<file path="src/rtl/call_control_fsm.sv">
// call_control_fsm: front-panel call-control and menu FSM for the telephony node.
// Issues one command at a time to the application layer over a valid/ready handshake.
module call_control_fsm #(
    parameter int unsigned       ADDR_W       = 8,
    parameter logic [ADDR_W-1:0] OWN_ADDR     = '0,
    parameter int unsigned       VOL_W        = 4,
    parameter logic [31:0]       RING_TIMEOUT = 32'd270_000_000
) (
    input  logic              clk,
    input  logic              reset,
    input  logic              up,
    input  logic              down,
    input  logic              left,
    input  logic              right,
    input  logic              enter,
    input  logic [ADDR_W-1:0] sw,
    input  logic              init_done,
    input  logic              incoming_call,
    input  logic [ADDR_W-1:0] inc_address,
    input  logic              call_connected,
    input  logic              call_ended,
    input  logic              cmd_ready,
    output logic              cmd_valid,
    output logic [2:0]        cmd,
    output logic [ADDR_W-1:0] cmd_addr,
    output logic [2:0]        state,
    output logic [1:0]        menu_item,
    output logic [ADDR_W-1:0] caller_addr,
    output logic [VOL_W-1:0]  volume,
    output logic              vol_adj,
    output logic              vm_enable,
    output logic              on_hold
);

    typedef enum logic [2:0] {
        ST_IDLE      = 3'd0,
        ST_INCOMING  = 3'd1,
        ST_OUTGOING  = 3'd2,
        ST_BUSY      = 3'd3,
        ST_CALL_WAIT = 3'd4,
        ST_INIT      = 3'd5
    } state_e;

    localparam logic [2:0] CMD_INIT      = 3'd0;
    localparam logic [2:0] CMD_MAKE_CALL = 3'd1;
    localparam logic [2:0] CMD_ACCEPT    = 3'd2;
    localparam logic [2:0] CMD_REJECT    = 3'd3;
    localparam logic [2:0] CMD_TO_VM     = 3'd4;
    localparam logic [2:0] CMD_END_CALL  = 3'd5;
    localparam logic [2:0] CMD_HOLD      = 3'd6;
    localparam logic [2:0] CMD_RESUME    = 3'd7;

    localparam logic [VOL_W-1:0] VOL_MAX   = {VOL_W{1'b1}};
    localparam logic [VOL_W-1:0] VOL_ONE   = {{(VOL_W-1){1'b0}}, 1'b1};
    localparam logic [VOL_W-1:0] VOL_RESET = {1'b1, {(VOL_W-1){1'b0}}};
    localparam logic [31:0]      RING_LAST = RING_TIMEOUT - 32'd1;

    state_e            state_q, state_d;
    logic [1:0]        menu_q, menu_d;
    logic              cmdValid_q, cmdValid_d;
    logic [2:0]        cmd_q, cmd_d;
    logic [ADDR_W-1:0] cmdAddr_q, cmdAddr_d;
    logic [ADDR_W-1:0] callerAddr_q, callerAddr_d;
    logic              vmEnable_q, vmEnable_d;
    logic              onHold_q, onHold_d;
    logic              volAdj_q, volAdj_d;
    logic [VOL_W-1:0]  volume_q, volume_d;
    logic [31:0]       timer_q, timer_d;

    logic              stalled, select, ringing, expired, navOk, issue;
    logic [2:0]        issueCmd;
    logic [ADDR_W-1:0] issueAddr;
    logic [1:0]        menuLast;

    always_ff @(posedge clk or negedge reset) begin
        if (!reset) begin
            state_q      <= ST_INIT;
            menu_q       <= '0;
            cmdValid_q   <= 1'b0;
            cmd_q        <= CMD_INIT;
            cmdAddr_q    <= '0;
            callerAddr_q <= '0;
            vmEnable_q   <= 1'b0;
            onHold_q     <= 1'b0;
            volAdj_q     <= 1'b0;
            volume_q     <= VOL_RESET;
            timer_q      <= '0;
        end else begin
            state_q      <= state_d;
            menu_q       <= menu_d;
            cmdValid_q   <= cmdValid_d;
            cmd_q        <= cmd_d;
            cmdAddr_q    <= cmdAddr_d;
            callerAddr_q <= callerAddr_d;
            vmEnable_q   <= vmEnable_d;
            onHold_q     <= onHold_d;
            volAdj_q     <= volAdj_d;
            volume_q     <= volume_d;
            timer_q      <= timer_d;
        end
    end

    // Priority in every state: external event, then ring timeout, then buttons.
    always_comb begin
        state_d      = state_q;
        menu_d       = menu_q;
        cmdValid_d   = cmdValid_q;
        cmd_d        = cmd_q;
        cmdAddr_d    = cmdAddr_q;
        callerAddr_d = callerAddr_q;
        vmEnable_d   = vmEnable_q;
        onHold_d     = onHold_q;
        volAdj_d     = volAdj_q;
        volume_d     = volume_q;
        timer_d      = timer_q;
        issue        = 1'b0;
        issueCmd     = CMD_INIT;
        issueAddr    = callerAddr_q;
        navOk        = 1'b0;
        menuLast     = 2'd0;

        stalled = cmdValid_q && !cmd_ready;
        select  = right || enter;
        ringing = (state_q == ST_INCOMING) || (state_q == ST_OUTGOING) || (state_q == ST_CALL_WAIT);
        expired = ringing && (timer_q == RING_LAST) && !stalled;

        case (state_q)
            ST_INIT: begin
                if (enter && !stalled) begin
                    issue     = 1'b1;
                    issueCmd  = CMD_INIT;
                    issueAddr = '0;
                end
                if (init_done) state_d = ST_IDLE;
            end
            ST_IDLE: begin
                menuLast = 2'd3;
                if (incoming_call) begin
                    callerAddr_d = inc_address;
                    volAdj_d     = 1'b0;
                    state_d      = ST_INCOMING;
                end else if (!stalled) begin
                    if (volAdj_q && down) begin
                        volume_d = (volume_q == '0) ? volume_q : volume_q - VOL_ONE;
                    end else if (volAdj_q && up) begin
                        volume_d = (volume_q == VOL_MAX) ? volume_q : volume_q + VOL_ONE;
                    end else if (up || down) begin
                        navOk = 1'b1;
                    end else if (left) begin
                        volAdj_d = 1'b0;
                    end else if (select) begin
                        case (menu_q)
                            2'd0: if (sw != OWN_ADDR) begin
                                issue     = 1'b1;
                                issueCmd  = CMD_MAKE_CALL;
                                issueAddr = sw;
                                state_d   = ST_OUTGOING;
                            end
                            2'd1: volAdj_d = 1'b1;
                            2'd2: vmEnable_d = !vmEnable_q;
                            default: ;
                        endcase
                    end
                end
            end
            ST_INCOMING: begin
                menuLast = 2'd2;
                if (expired) begin
                    issue    = 1'b1;
                    issueCmd = vmEnable_q ? CMD_TO_VM : CMD_REJECT;
                    state_d  = ST_IDLE;
                end else if (!stalled) begin
                    if (up || down) begin
                        navOk = 1'b1;
                    end else if (select) begin
                        issue    = 1'b1;
                        issueCmd = (menu_q == 2'd0) ? CMD_ACCEPT :
                                   (menu_q == 2'd1) ? CMD_REJECT : CMD_TO_VM;
                        state_d  = (menu_q == 2'd0) ? ST_BUSY : ST_IDLE;
                    end
                end
            end
            ST_OUTGOING: begin
                if (call_connected) begin
                    state_d = ST_BUSY;
                end else if (expired || (!stalled && select)) begin
                    issue    = 1'b1;
                    issueCmd = CMD_END_CALL;
                    state_d  = ST_IDLE;
                end
            end
            ST_BUSY: begin
                menuLast = 2'd1;
                if (call_ended) begin
                    onHold_d = 1'b0;
                    state_d  = ST_IDLE;
                end else if (incoming_call) begin
                    callerAddr_d = inc_address;
                    state_d      = ST_CALL_WAIT;
                end else if (!stalled) begin
                    if (up || down) begin
                        navOk = 1'b1;
                    end else if (select && menu_q == 2'd0) begin
                        issue    = 1'b1;
                        issueCmd = CMD_END_CALL;
                        onHold_d = 1'b0;
                        state_d  = ST_IDLE;
                    end else if (select) begin
                        issue    = 1'b1;
                        issueCmd = onHold_q ? CMD_RESUME : CMD_HOLD;
                        onHold_d = !onHold_q;
                    end
                end
            end
            ST_CALL_WAIT: begin
                menuLast = 2'd2;
                if (call_ended) begin
                    state_d = ST_INCOMING;
                end else if (expired) begin
                    issue    = 1'b1;
                    issueCmd = vmEnable_q ? CMD_TO_VM : CMD_REJECT;
                    state_d  = ST_BUSY;
                end else if (!stalled) begin
                    if (up || down) begin
                        navOk = 1'b1;
                    end else if (select) begin
                        issue    = 1'b1;
                        issueCmd = (menu_q == 2'd0) ? CMD_ACCEPT :
                                   (menu_q == 2'd1) ? CMD_REJECT : CMD_TO_VM;
                        if (menu_q == 2'd0) onHold_d = 1'b0;
                        state_d  = ST_BUSY;
                    end
                end
            end
            default: state_d = ST_INIT;
        endcase

        if (state_d != state_q) begin
            menu_d = '0;
        end else if (navOk && up) begin
            menu_d = (menu_q == 2'd0) ? menuLast : menu_q - 2'd1;
        end else if (navOk && down) begin
            menu_d = (menu_q == menuLast) ? 2'd0 : menu_q + 2'd1;
        end

        // The timer parks on its last count while a command is stalled so it fires afterwards.
        if ((state_d != state_q) || !ringing) begin
            timer_d = '0;
        end else if (timer_q != RING_LAST) begin
            timer_d = timer_q + 32'd1;
        end

        if (issue) begin
            cmdValid_d = 1'b1;
            cmd_d      = issueCmd;
            cmdAddr_d  = issueAddr;
        end else if (cmdValid_q && cmd_ready) begin
            cmdValid_d = 1'b0;
        end
    end

    assign cmd_valid   = cmdValid_q;
    assign cmd         = cmd_q;
    assign cmd_addr    = cmdAddr_q;
    assign state       = state_q;
    assign menu_item   = menu_q;
    assign caller_addr = callerAddr_q;
    assign volume      = volume_q;
    assign vol_adj     = volAdj_q;
    assign vm_enable   = vmEnable_q;
    assign on_hold     = onHold_q;

endmodule
</file>
<file path="config.mk">
export PLATFORM = sky130hd
export DESIGN_NAME = call_control_fsm
export DESIGN_NICKNAME = d
export VERILOG_FILES = /design/src/rtl/call_control_fsm.sv
export SDC_FILE = /design/constraint.sdc
export NUM_CORES = 1
export LEC_CHECK = 0
export ABC_AREA = 1
export BUFFER_PORTS_ARGS = -buffer_cell sky130_fd_sc_hd__clkbuf_2
export CORE_ASPECT_RATIO = 2
export CORE_MARGIN = 2
export CORE_UTILIZATION = 35
export CTS_BUF_LIST = sky130_fd_sc_hd__clkbuf_8
export CTS_CLUSTER_DIAMETER = 100
export DETAILED_ROUTE_END_ITERATION = 8
export HOLD_SLACK_MARGIN = 0.03
export PLACE_DENSITY = 0.49
export SETUP_SLACK_MARGIN = 0.4
export SYNTH_ARGS = -nofsm -noshare
export SYNTH_HDL_FRONTEND = slang
export SYNTH_SLANG_ARGS = --single-unit
</file>
<file path="constraint.sdc">
create_clock -name clk -period 4.84 [get_ports clk]
set_input_delay 0.968 -clock clk [delete_from_list [all_inputs] [get_ports clk]]
set_output_delay 0.968 -clock clk [all_outputs]
set_load 0.05 [all_outputs]
</file>
* Yosys cells after proc, flatten, opt, wreduce, memory -nomap -nowiden
Index checks and enable logic that the tools add are counted.
Storage, ports and cells: output and inout bits 32, input port bits 28, word-level logic and storage cells 229, flip-flop bits (word level) 64
Operators by class: bitwise operators 6, add/subtract/negate cells 5, equality and inequality tests 29, reduce and logical (&&, ||, !) cells 40, muxes and demuxes 138
Operator list (number):
- 2-to-1 mux 3 bit | 42
- 2-to-1 mux 8 bit | 12
- 2-to-1 mux 1 bit | 64
- 2-to-1 mux 32 bit | 2
- adder 32 x 1 -> 32 bit (second input constant) | 1
- == test 32 x 29 -> 1 bit (second input constant) | 1
- inequality test 32 x 29 -> 1 bit (second input constant) | 1
- one-hot mux 8 bit (2 select lines) | 2
- inequality test 2 bit (second input constant) | 12
- one-hot mux 3 bit (6 select lines) | 1
- 2-to-1 mux 4 bit | 4
- one-hot mux 3 bit (5 select lines) | 1
- 2-to-1 mux 2 bit | 6
- logical AND 1 bit | 11
- AND reduction 11 bit | 1
- nonzero test 2 bit | 5
- inequality test 3 bit (second input constant) | 3
- AND reduction 9 bit | 1
- nonzero test 3 bit | 3
- nonzero test 8 bit | 1
- AND reduction 7 bit | 1
- == test 3 x 2 -> 1 bit (second input constant) | 2
- == test 3 bit (second input constant) | 2
- logical OR 1 bit | 6
- 24 further kinds | 33

* Longest topological paths before layout
word-level depth 14, mapped depth 18, gate-level depth less buffers 16

* Least setup slack after synthesis
No wires, ideal clock.
path type register to register, start point register menu_q[0] (netlist: menu_item[0]), end point register timer_q[13], arrival 2.498 ns, stages on the path, launching flop included 18, clock period less this slack 2.567 ns, buffers on the path 2, setup slack 2.273 ns, required time 4.772 ns, library setup time 0.068 ns, cell sequence dfrtp_1 -> inv_1 -> ha_1 -> inv_1 -> nor2_1 -> nand2_1 -> nor2_1 -> nand3_1 -> nand2_1 -> a21oi_2 -> nand3_2 -> nand2_1 -> nand2_2 -> nor2_4 -> nand2_2 -> buf_6 -> buf_12 -> nor2_4
Between the ends: cells in the longest elaborated chain, start to end 13, elaborated cells between the ends (all ways) 25, those cells by class eq/ne (1); mux (20); reduce/logical (4)
RTL lines:
- start: declaration | line 59 | logic [1:0] menu_q, menu_d;
- start signal: assignment | line 90 | menu_q <= menu_d;
- logical NOT 2 bit * | line 152, 179, 203
- 2-to-1 mux 3 bit | line 152 | case (menu_q)
- 2-to-1 mux 3 bit | line 151 | end else if (select) begin
- 2-to-1 mux 3 bit | line 149 | end else if (left) begin
- 2-to-1 mux 3 bit | line 147 | end else if (up || down) begin
- 2-to-1 mux 3 bit | line 145 | end else if (volAdj_q && up) begin
- 2-to-1 mux 3 bit | line 143 | if (volAdj_q && down) begin
- 2-to-1 mux 3 bit | line 142 | end else if (!stalled) begin
- 2-to-1 mux 3 bit | line 138 | if (incoming_call) begin
- one-hot mux 3 bit (6 select lines) * | line 127 | case (state_q)
- named net state_d[1] | line 58 | state_e state_q, state_d;
- inequality test 3 bit * | line 247 | if ((state_d != state_q) || !ringing) begin
- logical OR 1 bit * | line 247
- 2-to-1 mux 32 bit / nonzero test 2 bit (equally long branches)
- end signal: assignment | line 99 | timer_q <= timer_d;
- end: declaration | line 68 | logic [31:0] timer_q, timer_d;
The timed path passes the listed nets; every way through them passes the cells marked *. A chain may end at the register's enable or synchronous reset.

* Worst setup path after layout
start point register state_q[0] (netlist: state[0]), end point register timer_q[30]
Between the ends: elaborated cells between the ends (all ways) 43, those cells by class eq/ne (6); mux (28); reduce/logical (9)
RTL lines:
- start: declaration | line 58
- start signal: assignment | line 89 | state_q <= state_d;
- == test 3 x 1 -> 1 bit / == test 3 x 2 -> 1 bit (equally long branches) | line 124, 127
- logical OR 1 bit (2 in series) | line 124 | ringing = (state_q == ST_INCOMING) || (state_q == ST_OUTGOING) || (state_q == ST_CALL_WAIT);
- logical AND 1 bit (2 in series) | line 125 | expired = ringing && (timer_q == RING_LAST) && !stalled;
- logical OR 1 bit | line 186 | end else if (expired || (!stalled && select)) begin
- 2-to-1 mux 3 bit | line 186
- 2-to-1 mux 3 bit | line 184 | if (call_connected) begin
- one-hot mux 3 bit (6 select lines) * | line 127
- named net state_d[1] | line 58
- inequality test 3 bit * | line 247
- logical OR 1 bit * | line 247
- 2-to-1 mux 32 bit / nonzero test 2 bit (equally long branches)
Marks and branches as above.

==> results_dict.tcl <==
set metrics [dict create \
    start_kind "flip-flop" \
    hold_violations 0 \
    drive_gt1_frac 0.184 \
    synth_seq_area_share 0.387 \
    fp-row-count 56 \
    max-slew-margin-rel 0.366 \
    die_w_um 81.0 \
    setup_tns_ns 0 \
    cts.sinks 64 \
    firstDrtPassIters 6 \
    n_antenna_cell 0 \
    synth_xor_area_frac 0.0570 \
    start_util 0.357 \
    synth_mux_area_frac 0.00271 \
    vias_per_cell 5.09 \
    portBuffers 59 \
    critPathArrivalTime_ns 3.43 \
    grt_max_degree 39 \
    layout_common_cells "nand2_1, nor2_1, inv_1, dfrtp_1, clkbuf_2" \
    cp_max_fo 29 \
    cts_buffers 9 \
    drc 0 \
    criticalPathCategory "flip-flop to flip-flop" \
    ios 60 \
    cp-end-kind "flip-flop" \
    synthesis.area_um2 4150 \
    min_period_over_period 0.654 \
    synth_top_family_by_area "simple AND/OR/NAND/NOR gates" \
    grt_usage 0.213 \
    clk_path_buf_depth 2 \
    final_common_cell "nand2_1" \
    dpl.hpwl_um 9980 \
    vdd_drop_max_uv 358 \
    postCtsResizedCells 0 \
    detail-route-antenna-nets 0 \
    outcome "completed" \
    routedWlPerCell_um 16.3 \
    clk_latency_ns 0.36 \
    grt_antenna_before_repair 0 \
    worst_pin_slew_ns 0.948 \
    synth_fp_nets 589 \
    fin_nets 652 \
    core_area_um2 11600 \
    finalMaxSlewViolations 0 \
    period_needed_ns 3.16 \
    ys_ff_latch 64 \
    synthSimpleGateAreaFrac 0.337 \
    cts-hold-fix-buffers 0 \
    synth_cell_types 40 \
    skew_ns 0.0104 \
    clock.fmax_mhz 316 \
    cts_tree "done" \
    pwr_density_cell_nw_per_um2 554 \
    syn_to_final_growth_pct 14.8 \
    syn_inst 552 \
    h-tree-depth 3 \
    gp_congestion 0.909 \
    synthAdderAreaFrac 0.0289 \
    grt_pass1_wl_um 20100 \
    synth.avg_cell_area_um2 7.52 \
    p_leak_nw 2.20 \
    clk_pin_slew_ns 0.08 \
    max_cap_violations 0 \
    routed_wl_um 12500 \
    die-area_um2 12800 \
    critPathRequiredTime_ns 5.10 \
    finalSetupViolations 0 \
    synth_warnings 0 \
    dr.first_iter.drc_count 187 \
    cts_root_buf "clkbuf_8" \
    first_global_vias 4100 \
    hold_class "flip-flop to flip-flop" \
    die_h_um 158 \
    rsz0062_at_grt "false" \
    overflow 0 \
    postLayoutCoreUtil 0.410 \
    postCtsSetupBuffers 0 \
    num_vias 3895 \
    synth_compound_area_frac 0.104 \
]
[critical path: stages (launching register included)]
cell and delay [ns]:
dfstp_2 0.67, nor2_2 0.09, nand2_1 0.40, inv_1 0.21, nand3_1 0.23, nand2_1 0.09, a21oi_2 0.16, nand3_2 0.10
nand2_1 0.08, nand2_2 0.06, nor2_4 0.13, nand2_2 0.53, a21oi_1 0.30
[stage by stage]
| step | power (mW) | std cells | setup WS (ns) | hold slack (ns) | instance area (um^2) |
|---|---|---|---|---|---|
| 2_1_floorplan | 1.89 | 552 | 2.27 | 0.500 | 4150 |
| 3_3_place_gp | 2.17 | 749 | 1.46 | 0.498 | 4570 |
| 3_5_place_dp | 2.19 | 749 | 1.42 | 0.502 | 4570 |
| 6_report | 2.64 | 765 | 1.68 | 0.509 | 4770 |
| 4_1_cts | 2.67 | 765 | 1.67 | 0.511 | 4770 |
| 5_1_grt | 2.83 | 765 | 1.38 | 0.542 | 4770 |
[synth_stat cells, drive strengths merged]
library cell	n	area, um^2
dfrtp	61	1530
xor2	19	166
clkbuf	3	11.3
nand4	23	144
inv	76	285
buf	5	52.6
dfstp	3	78.8
nor2	99	467
a31oi	8	50.1
o31ai	1	7.51
a21oi	19	110
or2	2	12.5
nor3	9	45.0
o21ai	43	215
nand3	32	203
o211ai	2	15.0
ha	8	100
nor4b	1	8.76
o221ai	1	8.76
o311ai	1	8.76
nand3b	1	7.51
xnor2	8	70.1
fa	1	20.0
a211oi	2	15.0
nor4	9	62.6
and3	1	6.26
mux2	1	11.3
nand2	112	435
or4	1	7.51
[metal layers]
metal,track usage,vias up,routed length (um)
li1,-,1929,-
met1,0.201,1793,4230
met2,0.396,120,7040
met3,0.0422,53,448
met4,0.143,0,785
met5,0,-,0
[path summary, 6_finish.rpt]
| check | from | end | slack, ns | cells past startpoint |
|---|---|---|---|---|
| worst max-delay path | state[0] | timer_q[30] | 1.68 | 12 |
| worst min register to register | volume[3] | volume[3] | 0.51 | 1 |
| worst min-delay path | volume[3] | volume[3] | 0.51 | 1 |
| worst max register to register | state[0] | timer_q[30] | 1.68 | 12 |
| max in group asynchronous | reset | state[0] | 3.21 | 2 |
| min in group asynchronous | reset | timer_q[13] | 0.64 | 1 |
[registers in the layout (all words and copies together) (netlist names)]
signal / flops
menu_item: 2
state: 3
cmd_addr: 8
cmd: 3
cmd_valid: 1
volume: 4
vm_enable: 1
caller_addr: 8
on_hold: 1
vol_adj: 1
timer_q: 32
[logic make-up (layout without fill, tap and decap cells)]
group,after synthesis,after routing
AOI/OAI and AO/OA,77,77
xor gates and xnor gates,27,27
adders and majority gates,9,9
buffers and inverters,84,152
DFF,64,64
muxes,1,1
and+or+nand+nor,290,290
[area by class of cell]
cell class | count | area, um^2
Fill cell | 1287 | 6860
Clock inverter | 7 | 71.3
Clock buffer | 9 | 124
Inverter | 76 | 285
Tap cell | 145 | 181
Multi-Input combinational cell | 404 | 2200
Timing Repair Buffer | 60 | 303
Sequential cell | 64 | 1610
[report_power, final]
group	switching (mW)	internal [mW]
logic	1.06	0.322
clock network	0.236	0.239
registers	0.122	0.668
total	1.41	1.23
Power figures use the tool's default switching activity.
